$ cat src/rtl/gol_pkg.sv
// Shared types for the generation scheduler: engine opcodes, FSM states and pending-flag bundle.
package gol_pkg;

  typedef enum logic [1:0] {
    OP_STEP  = 2'd0,
    OP_CLEAR = 2'd1,
    OP_RAND  = 2'd2
  } eng_op_t;

  typedef enum logic [1:0] {
    S_IDLE = 2'd0,
    S_REQ  = 2'd1,
    S_WAIT = 2'd2
  } sched_state_t;

  typedef struct packed {
    logic clr;
    logic rnd;
    logic step;
  } pend_t;

  // Step period minus one, in base ticks: 2^(levels-1-lvl) - 1.
  function automatic int unsigned period_ticks_m1(input int unsigned lvl,
                                                  input int unsigned levels);
    return (32'd1 << (levels - 32'd1 - lvl)) - 32'd1;
  endfunction

endpackage

$ cat src/rtl/tick_prescaler.sv
// Divide-by-TICK_DIV base tick generator with synchronous clear; tick is a registered 1-cycle pulse.
module tick_prescaler #(
  parameter int unsigned TICK_DIV = 1_000_000
) (
  input  logic clk,
  input  logic rst,
  input  logic clr,
  output logic tick
);

  localparam int unsigned CW = (TICK_DIV > 1) ? $clog2(TICK_DIV) : 1;
  localparam logic [CW-1:0] LAST = CW'(TICK_DIV - 1);

  logic [CW-1:0] cnt_q, cnt_d;
  logic          tick_q, tick_d;

  always_comb begin
    cnt_d  = cnt_q + CW'(1);
    tick_d = 1'b0;
    if (clr) begin
      cnt_d = '0;
    end else if (cnt_q == LAST) begin
      cnt_d  = '0;
      tick_d = 1'b1;
    end
  end

  always_ff @(posedge clk) begin
    if (rst) begin
      cnt_q  <= '0;
      tick_q <= 1'b0;
    end else begin
      cnt_q  <= cnt_d;
      tick_q <= tick_d;
    end
  end

  assign tick = tick_q;

endmodule

$ cat src/rtl/gen_sched.sv
// Generation scheduler: serializes clear/rand/step requests into a req/ack/done op stream
// to the life engine, runs the speed-scaled step timer and keeps gen_count / speed_level.
module gen_sched
  import gol_pkg::*;
#(
  parameter int unsigned TICK_DIV     = 1_000_000,
  parameter int unsigned SPEED_LEVELS = 8,
  parameter int unsigned SPEED_RESET  = 3,
  parameter int unsigned GEN_W        = 16
) (
  input  logic                            clk,
  input  logic                            rst,
  input  logic                            run_mode,
  input  logic                            clear_cmd,
  input  logic                            rand_cmd,
  input  logic                            one_gen,
  input  logic                            inc_speed,
  input  logic                            dec_speed,
  output logic                            eng_req,
  output eng_op_t                         eng_op,
  input  logic                            eng_ack,
  input  logic                            eng_done,
  output logic [$clog2(SPEED_LEVELS)-1:0] speed_level,
  output logic [GEN_W-1:0]                gen_count,
  output logic                            step_overrun,
  output logic                            sched_busy
);

  localparam int unsigned LVL_W = $clog2(SPEED_LEVELS);
  localparam int unsigned PER_W = (SPEED_LEVELS > 2) ? SPEED_LEVELS - 1 : 1;
  localparam logic [LVL_W-1:0] LVL_MAX = LVL_W'(SPEED_LEVELS - 1);
  localparam logic [LVL_W-1:0] LVL_RST = LVL_W'(SPEED_RESET);

  sched_state_t     state_q, state_d;
  eng_op_t          op_q, op_d;
  logic             req_q, req_d;
  pend_t            pend_q, pend_d;
  logic [LVL_W-1:0] lvl_q, lvl_d;
  logic [GEN_W-1:0] gen_q, gen_d;
  logic [PER_W-1:0] per_q, per_d;
  logic             run_q, run_d;
  logic             ovr_q, ovr_d;
  logic             busy_q, busy_d;

  logic tick;
  logic restart;
  logic expire;
  logic step_req;
  logic done_evt;

  tick_prescaler #(
    .TICK_DIV(TICK_DIV)
  ) u_presc (
    .clk (clk),
    .rst (rst),
    .clr (restart),
    .tick(tick)
  );

  always_comb begin
    lvl_d    = lvl_q;
    run_d    = run_mode;
    per_d    = per_q;
    expire   = 1'b0;
    pend_d   = pend_q;
    ovr_d    = 1'b0;
    step_req = 1'b0;
    state_d  = state_q;
    req_d    = req_q;
    op_d     = op_q;
    gen_d    = gen_q;
    done_evt = 1'b0;
    busy_d   = 1'b0;

    // Speed level: saturating, simultaneous inc/dec cancels
    if (inc_speed && !dec_speed && lvl_q != LVL_MAX) begin
      lvl_d = lvl_q + LVL_W'(1);
    end else if (dec_speed && !inc_speed && lvl_q != '0) begin
      lvl_d = lvl_q - LVL_W'(1);
    end

    // Timer is held in restart outside RUN so the first step is a full period after entry
    restart = ~run_mode | (run_mode & ~run_q) | (lvl_d != lvl_q);
    if (restart) begin
      per_d = '0;
    end else if (tick) begin
      if (per_q == PER_W'(period_ticks_m1(32'(lvl_q), SPEED_LEVELS))) begin
        per_d  = '0;
        expire = 1'b1;
      end else begin
        per_d = per_q + PER_W'(1);
      end
    end

    step_req = (one_gen & ~run_mode) | expire;
    if (step_req) begin
      if (pend_q.step) begin
        ovr_d = expire;
      end else begin
        pend_d.step = 1'b1;
      end
    end
    if (clear_cmd) begin
      pend_d.clr  = 1'b1;
      pend_d.rnd  = 1'b0;
      pend_d.step = 1'b0;
    end else if (rand_cmd) begin
      pend_d.rnd  = 1'b1;
      pend_d.step = 1'b0;
    end
    if (run_q && !run_mode) begin
      pend_d.step = 1'b0;
    end

    // Handshake FSM; IDLE sees this cycle's pulses so a command issues on the next cycle
    case (state_q)
      S_IDLE: begin
        if (|pend_d) begin
          req_d   = 1'b1;
          state_d = S_REQ;
          if (pend_d.clr) begin
            op_d       = OP_CLEAR;
            pend_d.clr = 1'b0;
          end else if (pend_d.rnd) begin
            op_d       = OP_RAND;
            pend_d.rnd = 1'b0;
          end else begin
            op_d        = OP_STEP;
            pend_d.step = 1'b0;
          end
        end
      end
      S_REQ: begin
        if (eng_ack) begin
          req_d = 1'b0;
          if (eng_done) begin
            state_d  = S_IDLE;
            done_evt = 1'b1;
          end else begin
            state_d = S_WAIT;
          end
        end
      end
      S_WAIT: begin
        if (eng_done) begin
          state_d  = S_IDLE;
          done_evt = 1'b1;
        end
      end
      default: begin
        state_d = S_IDLE;
        req_d   = 1'b0;
      end
    endcase

    if (done_evt) begin
      gen_d = (op_q == OP_STEP) ? gen_q + GEN_W'(1) : '0;
    end

    busy_d = (state_d != S_IDLE) | (|pend_d);
  end

  always_ff @(posedge clk) begin
    if (rst) begin
      state_q <= S_IDLE;
      op_q    <= OP_STEP;
      req_q   <= 1'b0;
      pend_q  <= '0;
      lvl_q   <= LVL_RST;
      gen_q   <= '0;
      per_q   <= '0;
      run_q   <= 1'b0;
      ovr_q   <= 1'b0;
      busy_q  <= 1'b0;
    end else begin
      state_q <= state_d;
      op_q    <= op_d;
      req_q   <= req_d;
      pend_q  <= pend_d;
      lvl_q   <= lvl_d;
      gen_q   <= gen_d;
      per_q   <= per_d;
      run_q   <= run_d;
      ovr_q   <= ovr_d;
      busy_q  <= busy_d;
    end
  end

  assign eng_req      = req_q;
  assign eng_op       = op_q;
  assign speed_level  = lvl_q;
  assign gen_count    = gen_q;
  assign step_overrun = ovr_q;
  assign sched_busy   = busy_q;

endmodule
$ cat config.mk
export PLATFORM = sky130hd
export DESIGN_NAME = gen_sched
export DESIGN_NICKNAME = d
export VERILOG_FILES = /design/src/rtl/gol_pkg.sv /design/src/rtl/tick_prescaler.sv /design/src/rtl/gen_sched.sv
export SDC_FILE = /design/constraint.sdc
export NUM_CORES = 1
export LEC_CHECK = 0
export CAP_MARGIN = 20
export CORE_MARGIN = 3
export CORE_UTILIZATION = 45
export DETAILED_ROUTE_END_ITERATION = 6
export HOLD_SLACK_MARGIN = 0.06
export PLACE_DENSITY = 0.65
export RECOVER_POWER = 50
export SLEW_MARGIN = 30
export SYNTH_ARGS = -nofsm -noshare
export SYNTH_HDL_FRONTEND = slang
export SYNTH_HIERARCHICAL = 1
export SYNTH_SLANG_ARGS = --single-unit
export TNS_END_PERCENT = 30
$ cat constraint.sdc
create_clock -name clk -period 6.8 [get_ports clk]
set_input_delay 0.68 -clock clk [delete_from_list [all_inputs] [get_ports clk]]
set_output_delay 0.68 -clock clk [all_outputs]
set_load 0.005 [all_outputs]
==> impl_summary.log <==
INFO  metric crit_start = speed_level[0]$_SDFF_PP1_
INFO  metric grt_util_met1 = 0.218
INFO  metric grt_antenna_before_repair = 0
INFO  metric synth_flop_cell = sky130_fd_sc_hd__dfxtp_1
INFO  metric cell_chain_critical_path = ha_1, ha_1, inv_1, ha_1, or3b_1, a32oi_1, xor2_1, nand4_1, or2_1, o21ai_0, nor2_1
INFO  metric cts-root-buf = sky130_fd_sc_hd__clkbuf_8
INFO  metric cts.repair.resized = 0
INFO  metric critical-path-top-delay-family = simple AND/OR/NAND/NOR gates
INFO  metric timing_hold_violations_final = 0
INFO  metric synth_seq_area_share = 0.378
INFO  metric clock_insertion_delay_worst_skew = 0.33 ns
INFO  metric clock_skew = 0.00898 ns
INFO  metric avgViaCountPerCell = 5.35
INFO  metric global_route.usage.met2 = 0.270
INFO  metric p_leak = 1.31 nW
INFO  metric finalSetupViolations = 0
INFO  metric final_util = 0.559
INFO  metric slowest_delay = 0.48 ns
INFO  metric edff_count_synth = 0
INFO  metric drt-initial-drc-count = 90
INFO  metric ctsHtreeMaxLevel = 3
INFO  metric grt.busiest_layer = met2
INFO  metric finalCritPeriodShare = 0.474
INFO  metric combined_buffer_and_inverter_count_along_the_critical_path = 1
INFO  metric vdd_ir_drop_max = 0.161 mV
INFO  metric setup_repair_after_global_routing_missed_its_margin = false
INFO  metric floorplan.die.height = 88.6 µm
INFO  metric number_of_max_slew_violations_in_the_final_report = 0
INFO  metric fmax = 310 MHz
INFO  metric num_antenna_cells = 0
INFO  metric critical_path.endpoint_type = flip-flop
INFO  metric fin_hold_ws = 0.472 ns
INFO  metric critical_path_peak_fanout = 6
INFO  metric rows = 29
INFO  metric io-pin-count = 34
INFO  metric critPathLaunchType = flip-flop
INFO  metric finalInstanceArea = 0.00363 mm²
INFO  metric timing.critical_path.arrival = 3.41 ns
INFO  metric clkSlewWorstSetupHoldPaths = 0.06 ns
INFO  metric hold_start = pend_q[0]$_SDFF_PP0_
INFO  metric tightest_slew = 0.622 ns
INFO  metric core_area = 0.00649 mm²
INFO  metric first_global_vias = 2316
INFO  metric cts_tree = done
INFO  metric cts_max_path_buffers = 2
INFO  metric net_count_of_the_finished_layout = 421
INFO  metric slew-limit-headroom = 0.584
INFO  metric crit_slowest_cell = sky130_fd_sc_hd__o21ai_0
INFO  metric period_needed = 3.22 ns
INFO  metric initial_core_util = 0.472
INFO  metric fin_setup_tns = 0 ns
INFO  metric post_drt_wl_per_cell = 12.9 µm
INFO  metric drt_pre_antenna_iters = 4
INFO  metric track_usage = 0.169
INFO  metric timing.critical_path.required = 6.99 ns
INFO  metric grt_overflow = 0
INFO  metric drc_errors = 0
INFO  metric grt_start_max_net_pins = 21
INFO  metric count_of_port_buffers_added_during_placement = 33
INFO  metric path_class = flip-flop to flip-flop
INFO  metric met3_usage = 0.0531
INFO  metric detail_placement_hpwl = 4.47 mm
INFO  metric netlist_area = 0.00307 mm²
INFO  metric syn_to_final_growth = 18.4%
INFO  metric cts_sinks = 58
INFO  metric post_cts_repair_timing_setup_buffer_count = 0
INFO  metric vias = 2552
INFO  metric die_area = 0.00784 mm²
INFO  metric r2r_start = speed_level[0]$_SDFF_PP1_
INFO  metric route.antenna.remaining_nets = 0
INFO  metric routed_wirelength = 6.14 mm
INFO  metric status = complete, no violations
INFO  metric synth-async-reset-ratio = 0
INFO  metric number_of_synthesized_register_bits = 58
INFO  metric share_of_cells_above_drive_strength_1 = 0.0550
INFO  metric cp_common_cell = sky130_fd_sc_hd__ha_1
INFO  metric avgSynthCellArea = 8.47 µm²
INFO  metric max-cap-violations = 0
INFO  metric ctsHoldBuffers = 0
INFO  metric place.gp.congestion = 0.798
INFO  metric worst_hold_path_class = flip-flop to flip-flop
INFO  metric first_pass_grt_wire_length = 10.4 mm
INFO  metric post_synthesis_instance_total = 362
INFO  metric synth.distinct_cells = 56
INFO  metric postSynthNetCount = 387
INFO  metric powerDensity = 216 mW/mm²
INFO  metric cts_made_buffers = 9
INFO  metric fill_cells = 595
INFO  metric synthesis.yosys.warnings = 6
INFO  metric fp.dieW = 88.6 µm
INFO  metric placed_area = 0.00343 mm²
-- registers in the layout, indices dropped and copies added (netlist names) --
signal         flops
eng_req            1
u_presc/tick       1
per_q              7
state_q            2
u_presc/cnt_q     20
gen_count         16
speed_level        3
sched_busy         1
step_overrun       1
pend_q             3
run_q              1
eng_op             2
-- worst paths after layout --
kind / to / slack, ns / depth (start not counted)
max: per_q[2]$_SDFFE_PP0P_ / 3.58 / 11
max reg2reg: per_q[2]$_SDFFE_PP0P_ / 3.58 / 11
min: step_overrun$_SDFF_PP0_ / 0.47 / 2
min reg2reg: step_overrun$_SDFF_PP0_ / 0.47 / 2
-- report_power, final --
group / leakage (nW) / total [W] / internal, W / switching (W)
clock network: 0.106 / 0.000320 / 0.000197 / 0.000123
registers: 0.470 / 0.000357 / 0.000349 / 0.00000845
logic: 0.731 / 0.000108 / 0.0000509 / 0.0000572
-- synthesized netlist by cell type (9+ instances only) --
cell,n,area (µm²)
sky130_fd_sc_hd__nor4_1,10,62.6
sky130_fd_sc_hd__ha_1,15,188
sky130_fd_sc_hd__xor2_1,17,149
sky130_fd_sc_hd__xnor2_1,24,210
sky130_fd_sc_hd__dfxtp_1,58,1160
sky130_fd_sc_hd__a21oi_1,11,55.1
sky130_fd_sc_hd__o21ai_0,14,70.1
sky130_fd_sc_hd__nand3_1,13,65.1
sky130_fd_sc_hd__or3_1,9,56.3
sky130_fd_sc_hd__nand2_1,28,105
sky130_fd_sc_hd__nand4_1,10,62.6
sky130_fd_sc_hd__nor3_1,13,65.1
sky130_fd_sc_hd__inv_1,16,60.1
sky130_fd_sc_hd__nor2_1,50,188
-- layout make-up --
type,instances,area (µm²),area share
multi-input cells,277,1770,0.488
flip-flops and latches,58,1160,0.320
repair buffers,34,338,0.0930
clock buffers,13,169,0.0465
well taps,77,96.3,0.0265
inverters,16,60.1,0.0165
clock inverters,2,35.0,0.00965
-- layer usage --
layer / wire length, µm / up-vias
met5: 0 / -
met2: 2790 / 56
li1: - / 1334
met1: 2990 / 1158
met3: 310 / 4
met4: 46 / 0
-- cell usage in the layout (no fill, tap or decap), types with 14 or more instances in the layout --
cell and n:
sky130_fd_sc_hd__nor2_1 50, sky130_fd_sc_hd__xor2_1 17, sky130_fd_sc_hd__dlygate4sd3_1 26, sky130_fd_sc_hd__xnor2_1 24, sky130_fd_sc_hd__inv_1 16, sky130_fd_sc_hd__dfxtp_1 58, sky130_fd_sc_hd__o21ai_0 14, sky130_fd_sc_hd__ha_1 15
sky130_fd_sc_hd__nand2_1 28
-- worst min-delay path: stages, from the launching register on --
cell	delay, ns
sky130_fd_sc_hd__dfxtp_1	0.32
sky130_fd_sc_hd__nand2_1	0.06
sky130_fd_sc_hd__nor3_1	0.05
-- logic make-up after synthesis --
| group | synth area share |
|---|---|
| AOI/OAI and AO/OA | 0.101 |
| xor gates and xnor gates | 0.117 |
| adders and majority gates | 0.0612 |
| buffers and inverters | 0.0440 |
| DFF | 0.378 |
| muxes | 0.0163 |
| and+or+nand+nor | 0.282 |
-- stage by stage --
step | power [W] | setup slack (ns) | instances
2_1_floorplan | 0.000442 | 3.93 | 362
3_3_place_gp | 0.000474 | 3.74 | 462
3_5_place_dp | 0.000475 | 3.58 | 462
4_1_cts | 0.000801 | 3.56 | 477
5_1_grt | 0.000829 | 3.27 | 477
6_report | 0.000785 | 3.58 | 477
Power figures use the tool's default switching activity.
